File: src/rtl/ring_counter_pkg.sv
// Shared definitions for the ring / Johnson counter: mode encodings and the
// home-state helper used by the counter.
// No ports; imported by ring_state_check and ring_johnson_counter.
package ring_counter_pkg;

  localparam logic MODE_RING    = 1'b0;
  localparam logic MODE_JOHNSON = 1'b1;

  // Widest counter the home-state helper can describe; callers size-cast the
  // result down to their own width.
  localparam int HOME_W = 64;

  // Ring home is a single bit at init_pos; Johnson home is all zeros.
  function automatic logic [HOME_W-1:0] home_state(input logic mode,
                                                   input int   n,
                                                   input int   init_pos);
    logic [HOME_W-1:0] r;
    r = '0;
    if ((mode == MODE_RING) && (init_pos < n) && (init_pos >= 0)) begin
      r = HOME_W'(1) << init_pos;
    end
    return r;
  endfunction

endpackage

File: src/rtl/ring_state_check.sv
// Legality check for a ring (exactly one bit set) or Johnson (thermometer)
// counter state. Purely combinational, zero latency, no flow control.
// Ports: count (N-bit state), mode (ring/Johnson), legal (1 = state is legal).
module ring_state_check
  import ring_counter_pkg::*;
#(
  parameter int N = 8
) (
  input  logic [N-1:0] count,
  input  logic         mode,
  output logic         legal
);

  int ones;
  int edges;

  // A thermometer pattern (0..01..1, 1..10..0, all-0, all-1) has at most
  // one boundary between adjacent bits that differ.
  always_comb begin
    ones  = $countones(count);
    edges = 0;
    for (int i = 0; i < N - 1; i++) begin
      if (count[i] != count[i+1]) begin
        edges = edges + 1;
      end
    end
    legal = (mode == MODE_RING) ? (ones == 1) : (edges <= 1);
  end

endmodule

File: src/rtl/ring_johnson_counter.sv
// N-bit one-hot ring / Johnson rotating counter with direction, enable,
// parallel load and a registered wrap pulse. count/wrap: one cycle after the
// qualifying edge; illegal: combinational. No backpressure; en gates shifts.
// Ports: clk, rst_n (sync active-low), en, mode, left, load, load_val[N-1:0]
//        in; count[N-1:0], wrap, illegal out.
// Build option: RING_JOHNSON_SELF_CORRECT_EN enables illegal-state detection
// and recovery to home on the next enabled edge.
module ring_johnson_counter
  import ring_counter_pkg::*;
#(
  parameter int N        = 8,
  parameter int INIT_POS = N - 1
) (
  input  logic         clk,
  input  logic         rst_n,
  input  logic         en,
  input  logic         mode,
  input  logic         left,
  input  logic         load,
  input  logic [N-1:0] load_val,
  output logic [N-1:0] count,
  output logic         wrap,
  output logic         illegal
);

  logic [N-1:0] count_q, count_d;
  logic         wrap_q, wrap_d;
  logic [N-1:0] home;
  logic [N-1:0] shifted;
  logic         fb_lsb;   // bit entering at LSB on a left shift
  logic         fb_msb;   // bit entering at MSB on a right shift

  // Home follows the live mode input, so a reset or wrap compare always uses
  // the mode in force at that edge.
  assign home = N'(home_state(mode, N, INIT_POS));

  // Johnson feeds back the complement of the bit falling off the end.
  assign fb_lsb = (mode == MODE_JOHNSON) ? ~count_q[N-1] : count_q[N-1];
  assign fb_msb = (mode == MODE_JOHNSON) ? ~count_q[0]   : count_q[0];

  always_comb begin
    if (left) begin
      shifted = {count_q[N-2:0], fb_lsb};
    end else begin
      shifted = {fb_msb, count_q[N-1:1]};
    end
  end

`ifdef RING_JOHNSON_SELF_CORRECT_EN
  logic legal;

  ring_state_check #(
    .N (N)
  ) u_state_check (
    .count (count_q),
    .mode  (mode),
    .legal (legal)
  );

  assign illegal = ~legal;
`else
  assign illegal = 1'b0;
`endif

  // Load beats enable; reset is handled in the register block.
  always_comb begin
    count_d = count_q;
    wrap_d  = 1'b0;
    if (load) begin
      count_d = load_val;
    end else if (en) begin
`ifdef RING_JOHNSON_SELF_CORRECT_EN
      if (illegal) begin
        // Recovery jump to home counts as a return to home.
        count_d = home;
        wrap_d  = 1'b1;
      end else begin
        count_d = shifted;
        wrap_d  = (shifted == home);
      end
`else
      count_d = shifted;
      wrap_d  = (shifted == home);
`endif
    end
  end

  always_ff @(posedge clk) begin
    if (!rst_n) begin
      count_q <= home;
      wrap_q  <= 1'b0;
    end else begin
      count_q <= count_d;
      wrap_q  <= wrap_d;
    end
  end

  assign count = count_q;
  assign wrap  = wrap_q;

endmodule
File: config.mk
export PLATFORM = sky130hd
export DESIGN_NAME = ring_johnson_counter
export DESIGN_NICKNAME = d
export VERILOG_FILES = /design/src/rtl/ring_counter_pkg.sv /design/src/rtl/ring_state_check.sv /design/src/rtl/ring_johnson_counter.sv
export SDC_FILE = /design/constraint.sdc
export NUM_CORES = 1
export LEC_CHECK = 0
export BUFFER_PORTS_ARGS = -buffer_cell sky130_fd_sc_hd__buf_2
export CORE_UTILIZATION = 45
export DETAILED_ROUTE_END_ITERATION = 10
export PLACE_DENSITY = 0.8
export SLEW_MARGIN = 10
export SYNTH_ARGS = -nofsm -noshare
export SYNTH_HDL_FRONTEND = slang
export SYNTH_SLANG_ARGS = --single-unit
File: constraint.sdc
create_clock -name clk -period 1.35 [get_ports clk]
set_input_delay 0.135 -clock clk [delete_from_list [all_inputs] [get_ports clk]]
set_output_delay 0.135 -clock clk [all_outputs]
set_load 0.05 [all_outputs]
==> impl_results.md <==
* R2R setup slack at 70 ps
* CTS buffer count at 3
* Worst Path Required at 1530 ps
* Yosys top cell by area: edfxtp_1
* H-tree depth at 1
* Boundary Pins at 24
* Post-Syn Area at 587 um2
* First-pass GRT wire length at 1980 um
* Max-cap violations at 0
* Sum of negative setup slack at 0 ps
* Top cells by area, synth: edfxtp_1 (41%), mux2i_1 (10%), and2_1 (6.4%)
* Final hold vios at 0
* Peak VDD IR at 635 uV
* Die Ht at 38.1 um
* Largest net degree at the start of global routing at 12
* Vias at 542
* Syn nets at 74
* Worst hold slack at 255 ps
* Effective utilization at floorplan at 50.8%
* Leakage at 0.349 nW
* RSZ-0062 raised after global routing: false
* Worst R2R Path Depth at 2
* Crit path kind: reg -> reg
* Post-layout util at 65.4%
* PortBufs at 22
* Top_reg_cell synth: edfxtp_1
* Die Width at 38.1 um
* EDFF count, synth at 8
* Startpoint Class: register
* Syn. warnings at 0
* Total iterations of the first detailed-routing run at 4
* Die area at 1450 um2
* Ys async rst share at 0%
* Post-DRT Antenna Nets at 0
* CTS tree: done
* Total power at 0.000800 W
* Hold Crit Class: in -> reg
* Crit path capture type: register
* Hold_buf cts at 0
* Grt ovf at 0
* Share of layout cells above drive strength 1 at 37.6%
* Max Freq at 782 MHz
* CP startpoint: count[6]$_SDFFCE_PN0P_
* Reg clk slew, reported paths at 60 ps
* Avg Inst Size Synth at 9.78 um2
* Fillers at 104
* Seq cells post-synth at 9
* Core Box Area at 1160 um2
* # diodes at 0
* Worst R2R Start: count[6]$_SDFFCE_PN0P_
* Critical Path Sink: wrap$_SDFF_PP0_
* DRC at 0
* Nets at 100
* Seq/Total Area, Yosys at 44.3%
* Min Clock Period, post-route at 1280 ps
* Reg2Reg Capture Point: wrap$_SDFF_PP0_
* Gr usage total at 20.6%
* Initial antenna violation count at 0
* WL final at 1300 um
* Cell count after synthesis at 60
* Setup WS post-layout at 71.1 ps
* Power density over the cells at 1060 nW/um2
* Clk Latency, worst-skew pair at 260 ps
* Max Clock Skew at 3.03 ps
* Commonest cells post-synth: edfxtp_1 (8), nand2_1 (8), and2_1 (6), mux2i_1 (6), o21ai_0 (6)
* DR iter-0 viols at 8
* HPWL after DPL at 955 um
* Area taken by multi-input logic gates at 308 um2
* Slew Limit Fails at 0
* Std-Cell Rows at 12
* Area share of the leading cell type in the synthesized netlist at 40.9%
* Max FO, Critical Path at 6
* Pre-CTS setup slack at 56.1 ps
* Sink Count at 9
* WL/cell at 13.1 um
* Register area at 260 um2
* GPL Wtd Cong at 0.735
* Status: finished, final reports clean
* Post-synthesis cell type count at 25
* Final setup fails at 0
* Clk buf depth at 2
* Vias in the first global route at 471
* CP Data Arrival Time at 1460 ps
* CTS Root Cell: clkbuf_4
* Period utilisation layout at 94.7%
* P&R area growth vs syn at 28.8%
* Vias per inst at 5.47
## stage by stage
step	std cells	instance area [um2]
global route	99	756
floorplan	60	592
CTS	99	751
detailed placement	95	724
finish	99	756
global placement	95	724
## power breakdown
part           total [W]  internal, W  switching (W)  leakage, nW
registers       0.000360     0.000331      0.0000290       0.0981
clock network   0.000212     0.000114      0.0000975       0.0150
logic           0.000228    0.0000795       0.000149        0.236
## cells by family after synthesis
family	Yosys count	synth area share, %
AOI/OAI and AO/OA	13	14.7
xor gates and xnor gates	1	1.49
muxes	6	10.2
and+or+nand+nor	24	23.7
other	1	0.639
buffers and inverters	6	4.90
DFF	9	44.3
## metal layers
| metal | global-route usage, % | wire length (um) | vias up |
|---|---|---|---|
| met4 | 8.04 | 0 | 0 |
| met1 | 25.7 | 616 | 246 |
| met5 | 0 | 0 | - |
| met2 | 30.1 | 587 | 28 |
| li1 | - | - | 268 |
| met3 | 10.5 | 98 | 0 |
## worst min-delay path by stage
| stage | cells after the start | endpoint | start | slack [ps] |
|---|---|---|---|---|
| 4_1_cts | 3 | count[0]$_SDFFCE_PN0P_ | load_val[0] | 250 |
| 3_3_place_gp | 3 | count[0]$_SDFFCE_PN0P_ | load_val[0] | 500 |
| 5_1_grt | 3 | count[0]$_SDFFCE_PN0P_ | load_val[0] | 250 |
| 3_5_place_dp | 4 | count[6]$_SDFFCE_PN0P_ | load_val[6] | 530 |
| 6_report | 3 | count[0]$_SDFFCE_PN0P_ | load_val[0] | 260 |
| 2_1_floorplan | 2 | wrap$_SDFF_PP0_ | mode | 380 |
## cells in the final DEF (no fill, tap or decap)
cell type | Yosys | final
nand2_1 | 8 | 8
edfxtp_1 | 8 | 8
nand2b_1 | 1 | 1
xnor2_1 | 1 | 1
o32a_1 | 1 | 1
clkbuf_1 | 2 | 1
a211oi_1 | 2 | 1
a21oi_1 | 1 | 1
buf_4 | 1 | 4
or3b_2 | 1 | 1
inv_1 | 1 | 1
mux2i_1 | 6 | 6
nor2_1 | 3 | 3
a211o_1 | 1 | 1
a211oi_2 | 0 | 1
clkbuf_4 | 0 | 3
and2_1 | 6 | 6
dfxtp_1 | 1 | 1
o21ai_0 | 6 | 6
conb_1 | 1 | 1
nor3b_2 | 0 | 1
a21boi_0 | 1 | 1
o311a_1 | 1 | 1
buf_2 | 2 | 22
or4b_1 | 1 | 1
nor4bb_1 | 1 | 1
nor4b_1 | 2 | 2
## critical path: stages (launching register included)
cell	delay, ps
edfxtp_1	450
or4b_1	560
a211oi_2	190
## state kept, by name, indices dropped and copies added, names as in the netlist
name and cells:
wrap 1, count 8
## what timing repair did
| item | in CTS | in global routing |
|---|---|---|
| gates resized for setup | 0 | 1 |
| setup buffers | 0 | 0 |
| endpoints found under the setup margin | 0 | 1 |
## cell type report
type | instances | area share, %
multi-input combinational | 45 | 40.7
timing repair buffer | 26 | 18.5
inverter | 1 | 0.497
sequential | 9 | 34.4
clock buffer | 4 | 3.48
tap | 14 | 2.32
No activity file was read; power rests on OpenSTA's default activity.
